## config.mk

```make
export PLATFORM = sky130hd
export DESIGN_NAME = dds_param_scheduler
export DESIGN_NICKNAME = d
export VERILOG_FILES = /design/src/rtl/dds_param_scheduler.sv
export SDC_FILE = /design/constraint.sdc
export NUM_CORES = 1
export LEC_CHECK = 0
export ABC_AREA = 0
export CORE_ASPECT_RATIO = 1.25
export CORE_MARGIN = 2
export CORE_UTILIZATION = 60
export DETAILED_ROUTE_END_ITERATION = 6
export GPL_TIMING_DRIVEN = 0
export PLACE_DENSITY_LB_ADDON = 0.2
export SYNTH_ARGS = -nofsm -noshare
export SYNTH_HDL_FRONTEND = slang
export SYNTH_SLANG_ARGS = --single-unit
```

## constraint.sdc

```tcl
create_clock -name clk -period 9.16 [get_ports clk]
set_clock_uncertainty 0.1 [all_clocks]
set_input_delay 1.374 -clock clk [delete_from_list [all_inputs] [get_ports clk]]
set_output_delay 1.374 -clock clk [all_outputs]
set_load 0.01 [all_outputs]
```

## src/rtl/dds_param_scheduler.sv

```systemverilog
// dds_param_scheduler
//   Timed parameter scheduler feeding the DDS phase MAC. Owns the free-running
//   timestamp (MAC D) and a small command FIFO. Each command is applied when the
//   timestamp reaches its scheduled time, so the new freq/phase/time-offset
//   operands appear in the same cycle as the matching timestamp.
//
// Optional build macro: DDS_SCHED_LATE_DROP_EN
//   defined   - a late head is popped and discarded (only late_error is set)
//   undefined - a late head is applied at the next edge and late_error is set
//
// Ports:
//   clk, reset        clock, synchronous active-high reset
//   cmd_valid/ready   command handshake (ready = !fifo_full)
//   cmd_time          scheduled apply time
//   cmd_freq          frequency word
//   cmd_phase         14-bit phase offset
//   cmd_sync          reload time offset with cmd_time when applied
//   flush             discard all queued commands (beats push and apply)
//   timestamp_out     free-running counter        (MAC D)
//   time_offset_out   phase reference time        (MAC A)
//   freq_out          active frequency            (MAC B)
//   phase_out         active phase                (MAC C)
//   param_update      one-cycle pulse aligned with new operands
//   fifo_empty/full   FIFO occupancy flags
//   late_error        sticky: a command's time had already passed
module dds_param_scheduler #(
    parameter int unsigned FIFO_DEPTH = 4,
    parameter int unsigned TS_WIDTH   = 48
) (
    input  logic                clk,
    input  logic                reset,
    input  logic                cmd_valid,
    output logic                cmd_ready,
    input  logic [TS_WIDTH-1:0] cmd_time,
    input  logic [TS_WIDTH-1:0] cmd_freq,
    input  logic [13:0]         cmd_phase,
    input  logic                cmd_sync,
    input  logic                flush,
    output logic [TS_WIDTH-1:0] timestamp_out,
    output logic [TS_WIDTH-1:0] time_offset_out,
    output logic [TS_WIDTH-1:0] freq_out,
    output logic [13:0]         phase_out,
    output logic                param_update,
    output logic                fifo_empty,
    output logic                fifo_full,
    output logic                late_error
);

    localparam int unsigned AW = (FIFO_DEPTH > 1) ? $clog2(FIFO_DEPTH) : 1;
    localparam int unsigned CW = AW + 1;

    typedef enum logic [1:0] {
        HEAD_EMPTY,
        HEAD_WAIT,
        HEAD_APPLY
    } head_state_e;

    logic [TS_WIDTH-1:0] mem_time_q  [FIFO_DEPTH];
    logic [TS_WIDTH-1:0] mem_time_d  [FIFO_DEPTH];
    logic [TS_WIDTH-1:0] mem_freq_q  [FIFO_DEPTH];
    logic [TS_WIDTH-1:0] mem_freq_d  [FIFO_DEPTH];
    logic [13:0]         mem_phase_q [FIFO_DEPTH];
    logic [13:0]         mem_phase_d [FIFO_DEPTH];
    logic                mem_sync_q  [FIFO_DEPTH];
    logic                mem_sync_d  [FIFO_DEPTH];

    logic [AW-1:0]       rd_ptr_q, rd_ptr_d;
    logic [AW-1:0]       wr_ptr_q, wr_ptr_d;
    logic [CW-1:0]       count_q, count_d;

    logic [TS_WIDTH-1:0] ts_q, ts_d;
    logic [TS_WIDTH-1:0] time_offset_q, time_offset_d;
    logic [TS_WIDTH-1:0] freq_q, freq_d;
    logic [13:0]         phase_q, phase_d;
    logic                param_update_q, param_update_d;
    logic                late_error_q, late_error_d;

    logic                empty;
    logic                full;
    logic [TS_WIDTH-1:0] head_time;
    logic [TS_WIDTH-1:0] head_diff;
    logic                head_late;
    logic                pop;
    logic                push;
    logic                load;
    head_state_e         head_state;

    assign empty     = (count_q == '0);
    assign full      = (count_q == CW'(FIFO_DEPTH));
    assign head_time = mem_time_q[rd_ptr_q];
    // Cycles until the head must be visible; the edge that makes it visible
    // is the one after the current cycle, hence ts + 1.
    assign head_diff = head_time - (ts_q + TS_WIDTH'(1));

    // Head classification is purely combinational so an entry pushed at edge N
    // can already be applied at edge N+1.
    always_comb begin
        head_state = HEAD_EMPTY;
        head_late  = 1'b0;
        if (!empty) begin
            if (head_diff[TS_WIDTH-1]) begin
                head_state = HEAD_APPLY;
                head_late  = 1'b1;
            end else if (head_diff == '0) begin
                head_state = HEAD_APPLY;
            end else begin
                head_state = HEAD_WAIT;
            end
        end
    end

    always_comb begin
        mem_time_d     = mem_time_q;
        mem_freq_d     = mem_freq_q;
        mem_phase_d    = mem_phase_q;
        mem_sync_d     = mem_sync_q;
        rd_ptr_d       = rd_ptr_q;
        wr_ptr_d       = wr_ptr_q;
        count_d        = count_q;
        ts_d           = ts_q;
        time_offset_d  = time_offset_q;
        freq_d         = freq_q;
        phase_d        = phase_q;
        param_update_d = 1'b0;
        late_error_d   = late_error_q;
        pop            = 1'b0;
        push           = 1'b0;
        load           = 1'b0;

        if (flush) begin
            // Counter and active operands hold; queue is emptied.
            rd_ptr_d = wr_ptr_q;
            count_d  = '0;
        end else begin
            ts_d = ts_q + TS_WIDTH'(1);
            pop  = (head_state == HEAD_APPLY);
            // Full is judged before this cycle's pop.
            push = cmd_valid && !full;
`ifdef DDS_SCHED_LATE_DROP_EN
            load = pop && !head_late;
`else
            load = pop;
`endif
            param_update_d = load;
            if (load) begin
                freq_d  = mem_freq_q[rd_ptr_q];
                phase_d = mem_phase_q[rd_ptr_q];
                if (mem_sync_q[rd_ptr_q]) begin
                    time_offset_d = head_time;
                end
            end
            if (head_late) begin
                late_error_d = 1'b1;
            end
            if (pop) begin
                rd_ptr_d = rd_ptr_q + AW'(1);
            end
            if (push) begin
                mem_time_d[wr_ptr_q]  = cmd_time;
                mem_freq_d[wr_ptr_q]  = cmd_freq;
                mem_phase_d[wr_ptr_q] = cmd_phase;
                mem_sync_d[wr_ptr_q]  = cmd_sync;
                wr_ptr_d              = wr_ptr_q + AW'(1);
            end
            count_d = count_q + CW'(push) - CW'(pop);
        end
    end

    always_ff @(posedge clk) begin
        if (reset) begin
            rd_ptr_q       <= '0;
            wr_ptr_q       <= '0;
            count_q        <= '0;
            ts_q           <= '0;
            time_offset_q  <= '0;
            freq_q         <= '0;
            phase_q        <= '0;
            param_update_q <= 1'b0;
            late_error_q   <= 1'b0;
        end else begin
            rd_ptr_q       <= rd_ptr_d;
            wr_ptr_q       <= wr_ptr_d;
            count_q        <= count_d;
            ts_q           <= ts_d;
            time_offset_q  <= time_offset_d;
            freq_q         <= freq_d;
            phase_q        <= phase_d;
            param_update_q <= param_update_d;
            late_error_q   <= late_error_d;
        end
    end

    // Storage needs no reset: entries are only read while count_q says valid.
    always_ff @(posedge clk) begin
        mem_time_q  <= mem_time_d;
        mem_freq_q  <= mem_freq_d;
        mem_phase_q <= mem_phase_d;
        mem_sync_q  <= mem_sync_d;
    end

    assign cmd_ready       = !full;
    assign fifo_empty      = empty;
    assign fifo_full       = full;
    assign timestamp_out   = ts_q;
    assign time_offset_out = time_offset_q;
    assign freq_out        = freq_q;
    assign phase_out       = phase_q;
    assign param_update    = param_update_q;
    assign late_error      = late_error_q;

endmodule

```

==> impl_metrics.json, run 1 <==
{
  "status": "finished clean",
  "rr_worst_depth": 22,
  "crit_type": "reg2reg",
  "fillers": 2885,
  "grt.overflow.total": 0,
  "instances_no_fill": 2945,
  "holdPathEnd": "time_offset_out[16]$_SDFFE_PP0P_",
  "ant_nets": 0,
  "finalPower_mw": 6.63,
  "syn_inst": 1974,
  "cp.arrival_ns": 8.14,
  "drc": 0,
  "wire_per_inst_um": 24.5,
  "timing.rr.end": "count_q[1]$_SDFF_PP0_",
  "synth_seq_cells": 611,
  "numCtsBuffers": 56,
  "start_util_pct": 60.7,
  "cellLeakagePower_nw": 11.1,
  "setup_viol": 0,
  "clockBufferDepth": 3,
  "clk_latency_ns": 0.62,
  "yosysMostFrequentCell": "edfxtp_1",
  "final_util_pct": 73.4,
  "gr-usage-all-layers_pct": 30.8,
  "worstPathMaxFanout": 10,
  "whs_path_depth": 2,
  "timing.fmax_mhz": 129,
  "hold_path_class": "reg2reg",
  "synth_edf_count": 444,
  "dp_cells": 2836,
  "critPathLaunchType": "flop",
  "ys_seq_area_share_pct": 61.0,
  "power.density_mw_per_mm2": 200,
  "cts_hold_buffers": 0,
  "io_buffers": 276,
  "cts-root-buf": "clkbuf_16",
  "die_y_um": 243,
  "ctsResizeCount": 0,
  "cpMaxStageDelayCell": "buf_1",
  "chipWidth_um": 195,
  "endpoint_kind": "flop",
  "syn_nets": 2145,
  "hold_viol_final": 0,
  "die_area_mm2": 0.0473,
  "wl_um": 72300,
  "yosys.cell_types.count": 77,
  "yosys-top-cells-count": "edfxtp_1, nand2b_1, dfxtp_1",
  "maxSlewViolCount": 0,
  "yosysWarnings": 0,
  "drtIter0Drc": 1272,
  "final_nets": 2487,
  "timing.hold.ws_ns": 0.372,
  "yosysTopAreaCell": "edfxtp_1",
  "async_flop_share_pct": 0,
  "cts_sinks": 611,
  "firstDrtPassIters": 7,
  "setup_ws_ns": 1.39,
  "final_area_mm2": 0.0331,
  "ys_top_cells_by_area": "edfxtp_1, dfxtp_1, mux4_2, nand2b_1, mux2i_1",
  "grt_pass1_wl_um": 110000,
  "antenna_found_initial": 6,
  "tightest_slew_ns": 1.18,
  "preCtsSetupSlack_ns": 1.41,
  "reg2reg_slack_ns": 1.39,
  "tns_ns": 0,
  "synth_top_area_share_pct": 48.8,
  "slew-limit-headroom_pct": 21.4,
  "vias_per_cell": 6.07,
  "synthToLayoutAreaGrowth_pct": 21.1,
  "rows": 87,
  "drv_cap": 0,
  "syn_area_mm2": 0.0273,
  "min-delay-start": "time_offset_out[16]$_SDFFE_PP0P_",
  "grt_start_max_net_pins": 57,
  "finalCriticalPeriod_ns": 7.77,
  "post-cts-setup-buffers": 0,
  "dpl-instance-area_mm2": 0.0310,
  "rsz0062_at_grt": "false",
  "dr_total_vias": 17900,
  "cpMostUsedCell": "ha_1",
  "coreArea_mm2": 0.0451,
  "clk_pin_slew_worst_paths_ns": 0.06,
  "avgSynthCellArea_um2": 13.8,
  "cts_tree": "done",
  "path_cells": "clkbuf_1 -> buf_1 -> buf_1 -> mux4_2 -> inv_1 -> ha_1 -> fa_1 -> nand2b_1 -> a21oi_1 -> o2111ai_1 -> a31oi_1 -> nor2_1 -> o21ai_2 -> mux2i_1 -> a2111o_1 -> nor4_1 -> a21o_1 -> ha_1 -> inv_1 -> ha_1 -> fa_1 -> nor3b_1",
  "layout-drive-gt1-share_pct": 10.4,
  "htree_levels": 2,
  "ir_worst_vdd_uv": 254,
  "ys.flop_type": "edfxtp_1",
  "slowest_delay_ns": 0.82,
  "fin_crit_sh_pct": 84.8,
  "io_pins": 278,
  "required_ns": 9.53,
  "reg2reg_from": "rd_ptr_q[0]$_SDFFE_PP0P_",
  "grt_pass1_vias": 18400,
  "gp_congestion": 0.965,
  "dpl.hpwl_um": 50500
}
-- power breakdown --
part	internal [mW]	switching [mW]	leakage, nW
combinational	0.420	0.560	4.71
clock	1.53	1.03	0.996
sequential	3.05	0.0347	5.38
total	5.00	1.63	11.1
-- cell type report --
cell class / instances / area (um2) / share of cell area (%)
inverters: 27 / 101 / 0.306
plain buffers: 101 / 484 / 1.46
clock buffers: 73 / 1510 / 4.55
diodes: 5 / 12.5 / 0.0378
flip-flops and latches: 611 / 16700 / 50.4
multi-input cells: 1235 / 10100 / 30.5
repair buffers: 284 / 2980 / 8.99
clock inverters: 31 / 531 / 1.60
well taps: 578 / 723 / 2.19
-- worst max-delay path by stage --
| stage | end | from | slack (ns) |
|---|---|---|---|
| 2_1_floorplan | count_q[1]$_SDFF_PP0_ | timestamp_out[2]$_SDFFE_PP0N_ | 2.98 |
| 3_3_place_gp | mem_time_q[164]$_DFFE_PP_ | flush | 0.71 |
| 3_5_place_dp | count_q[1]$_SDFF_PP0_ | rd_ptr_q[0]$_SDFFE_PP0P_ | 1.41 |
| 4_1_cts | count_q[1]$_SDFF_PP0_ | rd_ptr_q[0]$_SDFFE_PP0P_ | 1.39 |
| 5_1_grt | count_q[1]$_SDFF_PP0_ | rd_ptr_q[0]$_SDFFE_PP0P_ | 0.95 |
| 6_report | count_q[1]$_SDFF_PP0_ | rd_ptr_q[0]$_SDFFE_PP0P_ | 1.39 |
-- flip-flops by register name (all words and copies together) (netlist names) --
name,flops
mem_freq_q,192
mem_time_q,192
mem_phase_q,56
freq_out,48
time_offset_out,48
timestamp_out,48
phase_out,14
mem_sync_q,4
count_q,3
rd_ptr_q,2
wr_ptr_q,2
late_error,1
param_update,1
-- metal layers --
| layer | wire [um] | GRT usage (%) | vias up |
|---|---|---|---|
| met2 | 37000 | 53.6 | 708 |
| li1 | - | - | 8081 |
| met3 | 4970 | 5.79 | 178 |
| met4 | 3070 | 12.9 | 6 |
| met1 | 27200 | 37.8 | 8892 |
| met5 | 38 | 0 | - |
-- placed cells by master, fill, tap and decap left out, types with 9 or more instances in the layout --
master / Yosys / layout
and2_1: 15 / 11
o21ai_0: 46 / 46
inv_1: 27 / 27
clkbuf_16: 0 / 56
nand4_1: 32 / 32
mux4_2: 111 / 111
nand2_1: 85 / 85
and3_1: 16 / 16
o21ai_1: 9 / 9
clkinv_2: 0 / 11
nor2_1: 117 / 117
a21oi_1: 79 / 79
a21o_1: 13 / 13
nand3_1: 40 / 40
nand2b_1: 225 / 225
buf_1: 21 / 21
clkbuf_1: 58 / 71
nor3_1: 29 / 29
nor4_1: 9 / 9
xnor2_1: 69 / 69
mux2i_1: 116 / 116
or3_1: 19 / 19
bufinv_16: 0 / 13
ha_1: 54 / 54
o21a_1: 12 / 12
edfxtp_1: 444 / 444
clkdlybuf4s50_1: 0 / 276
xor2_1: 43 / 43
dfxtp_1: 167 / 167
-- cell families after synthesis --
logic type	after synthesis	synth area share, %
AOI/OAI and AO/OA	229	5.25
xor gates and xnor gates	112	3.59
adders and majority gates	56	2.62
buffers and inverters	128	2.14
DFF	611	61.0
muxes	227	13.4
and+or+nand+nor	611	12.0
-- critical path: cells and delay by family, from the launching register on --
family	cells	cell delay [ns]
AOI/OAI and AO/OA	6	2.01
adders and majority gates	5	1.42
buffers and inverters	5	2.05
DFF	1	0.31
muxes	2	0.57
and+or+nand+nor	4	1.13
(Power assumes the default switching activity.)
==> run 2, diff against run 1 <==
Settings changed: CORE_UTILIZATION 60 to 52.
Clock period 9.16 ns to 6.71 ns, I/O delays scaled along.
==> run 2 against run 1 <==
  * First-iteration DRC count fell by 0.63%
  * Power up 33%
  * Global-route usage is 4.9 points lower
  * Count of clock-buffer cells in the layout up 10
  * Setup slack got worse by 1.2 ns
==> impl_metrics.json, run 2 (synthesis results as in run 1) <==
{
  "status": "finished clean",
  "start_util_pct": 52.8,
  "io_buffers": 276,
  "critPathLaunchType": "flop",
  "grt.overflow.total": 0,
  "coreArea_mm2": 0.0518,
  "tightest_slew_ns": 1.19,
  "cts_hold_buffers": 0,
  "gp_congestion": 0.919,
  "final_cell_mix": "edfxtp_1, clkdlybuf4s50_1, nand2b_1, dfxtp_1, mux2i_1",
  "final_nets": 2487,
  "vias_per_cell": 5.75,
  "wire_per_inst_um": 23.3,
  "final_common_cell": "edfxtp_1",
  "cts_sinks": 611,
  "wl_um": 70700,
  "cp-startpoint": "timestamp_out[12]$_SDFFE_PP0N_",
  "power.density_mw_per_mm2": 265,
  "dpl.hpwl_um": 51500,
  "tns_ns": 0,
  "reg2reg_from": "timestamp_out[12]$_SDFFE_PP0N_",
  "drtIter0Drc": 1264,
  "final_area_mm2": 0.0333,
  "gr-usage-all-layers_pct": 25.9,
  "synthToLayoutAreaGrowth_pct": 21.7,
  "maxSlewViolCount": 0,
  "clk_pin_slew_worst_paths_ns": 0.06,
  "grt_pass1_vias": 17800,
  "worstPathMaxFanout": 9,
  "drv_cap": 0,
  "reg_top3": "mem_freq_q x192, mem_time_q x192, mem_phase_q x56",
  "required_ns": 7.07,
  "hold_viol_final": 0,
  "crit_type": "reg2reg",
  "die_y_um": 260,
  "ir_worst_vdd_uv": 261,
  "reg2reg_slack_ns": 0.21,
  "fin_crit_sh_pct": 96.8,
  "whs_path_depth": 2,
  "cts-root-buf": "clkbuf_16",
  "dpl-instance-area_mm2": 0.0311,
  "chipWidth_um": 209,
  "slew-limit-headroom_pct": 20.4,
  "layout-drive-gt1-share_pct": 12.4,
  "setup_viol": 0,
  "die_area_mm2": 0.0544,
  "cp.arrival_ns": 6.86,
  "grt_start_max_net_pins": 51,
  "timing.fmax_mhz": 154,
  "timing.rr.end": "count_q[2]$_SDFF_PP0_",
  "clockBufferDepth": 3,
  "numCtsBuffers": 56,
  "rr_worst_depth": 24,
  "endpoint_kind": "flop",
  "final_util_pct": 64.2,
  "dr_total_vias": 17400,
  "drc": 0,
  "finalCriticalPeriod_ns": 6.50,
  "endpoint": "count_q[2]$_SDFF_PP0_",
  "antenna_found_initial": 11,
  "io_pins": 278,
  "grt_pass1_wl_um": 106000,
  "ant_nets": 0,
  "htree_levels": 2,
  "fillers": 3917,
  "firstDrtPassIters": 5,
  "clk_latency_ns": 0.62,
  "cts_tree": "done",
  "rows": 93,
  "cellLeakagePower_nw": 11.1,
  "hold_path_class": "reg2reg"
}
-- run 2: routing by layer --
layer  global-route usage [%]  vias to the layer above  routed length (um)
li1                         -                     8056                   -
met1                     31.0                     8701               27400
met2                     46.7                      509               36800
met3                     4.93                      138                3990
met4                     9.03                       16                2450
met5                        0                        -                 107
-- run 2: final cells by class --
type	instances	area, um2	share of cell area, %
Sequential cell	611	16700	50.1
Multi-Input combinational cell	1235	10200	30.7
Timing Repair Buffer	291	3010	9.03
Clock buffer	83	1660	4.98
Tap cell	665	832	2.50
Buffer	94	478	1.44
Clock inverter	22	277	0.831
Inverter	27	101	0.305
Antenna cell	4	10.0	0.0301
-- run 2: worst max-delay path, cell delays in order (launching register included) --
cell	delay [ns]
dfxtp_1	0.44
and3_1	0.26
and3_2	0.27
and3_1	0.24
or3b_2	0.53
nor2_1	0.22
xnor2_1	0.11
ha_1	0.28
clkbuf_1	0.35
a21oi_1	0.19
o21ai_1	0.41
a21oi_1	0.20
a32oi_1	0.34
o2111ai_1	0.16
nor4_1	0.29
nand4_1	0.14
buf_4	0.19
nor4_4	0.32
a21o_1	0.27
ha_1	0.17
inv_1	0.04
ha_1	0.19
fa_1	0.39
xnor2_1	0.18
nor3_1	0.06
-- run 2: worst min path at each step --
stage | from | endpoint | slack (ns)
floorplan | time_offset_out[0]$_SDFFE_PP0P_ | time_offset_out[0]$_SDFFE_PP0P_ | 0.39
CTS | time_offset_out[30]$_SDFFE_PP0P_ | time_offset_out[30]$_SDFFE_PP0P_ | 0.38
global route | time_offset_out[7]$_SDFFE_PP0P_ | time_offset_out[7]$_SDFFE_PP0P_ | 0.40
detailed placement | time_offset_out[28]$_SDFFE_PP0P_ | time_offset_out[28]$_SDFFE_PP0P_ | 0.36
global placement | time_offset_out[29]$_SDFFE_PP0P_ | time_offset_out[29]$_SDFFE_PP0P_ | 0.36
finish | time_offset_out[30]$_SDFFE_PP0P_ | time_offset_out[30]$_SDFFE_PP0P_ | 0.38
-- run 2: report_power, final --
part	internal (mW)	leakage, nW	total [mW]	switching [mW]
Sequential	4.16	5.38	4.21	0.0459
Combinational	0.582	4.78	1.34	0.762
Clock	1.91	0.951	3.28	1.37
-- run 2: through the flow --
| step | cells | power [mW] | worst slack (ns) | hold slack (ns) |
|---|---|---|---|---|
| CTS | 3025 | 8.89 | 0.0159 | 0.377 |
| global placement | 2915 | 5.60 | -1.55 | 0.361 |
| global route | 3030 | 9.16 | -0.0103 | 0.397 |
| finish | 3032 | 8.83 | 0.213 | 0.376 |
| detailed placement | 2923 | 5.62 | -1.13 | 0.361 |
| floorplan | 1974 | 5.12 | 0.534 | 0.393 |
-- run 2: timing repair --
| item | 4_1_cts | 5_1_grt |
|---|---|---|
| pin swaps | 5 | 10 |
| setup buffers | 2 | 5 |
| endpoints found under the hold margin | 0 | 0 |
| resized for setup | 25 | 31 |
| setup endpoints to repair | 115 | 42 |
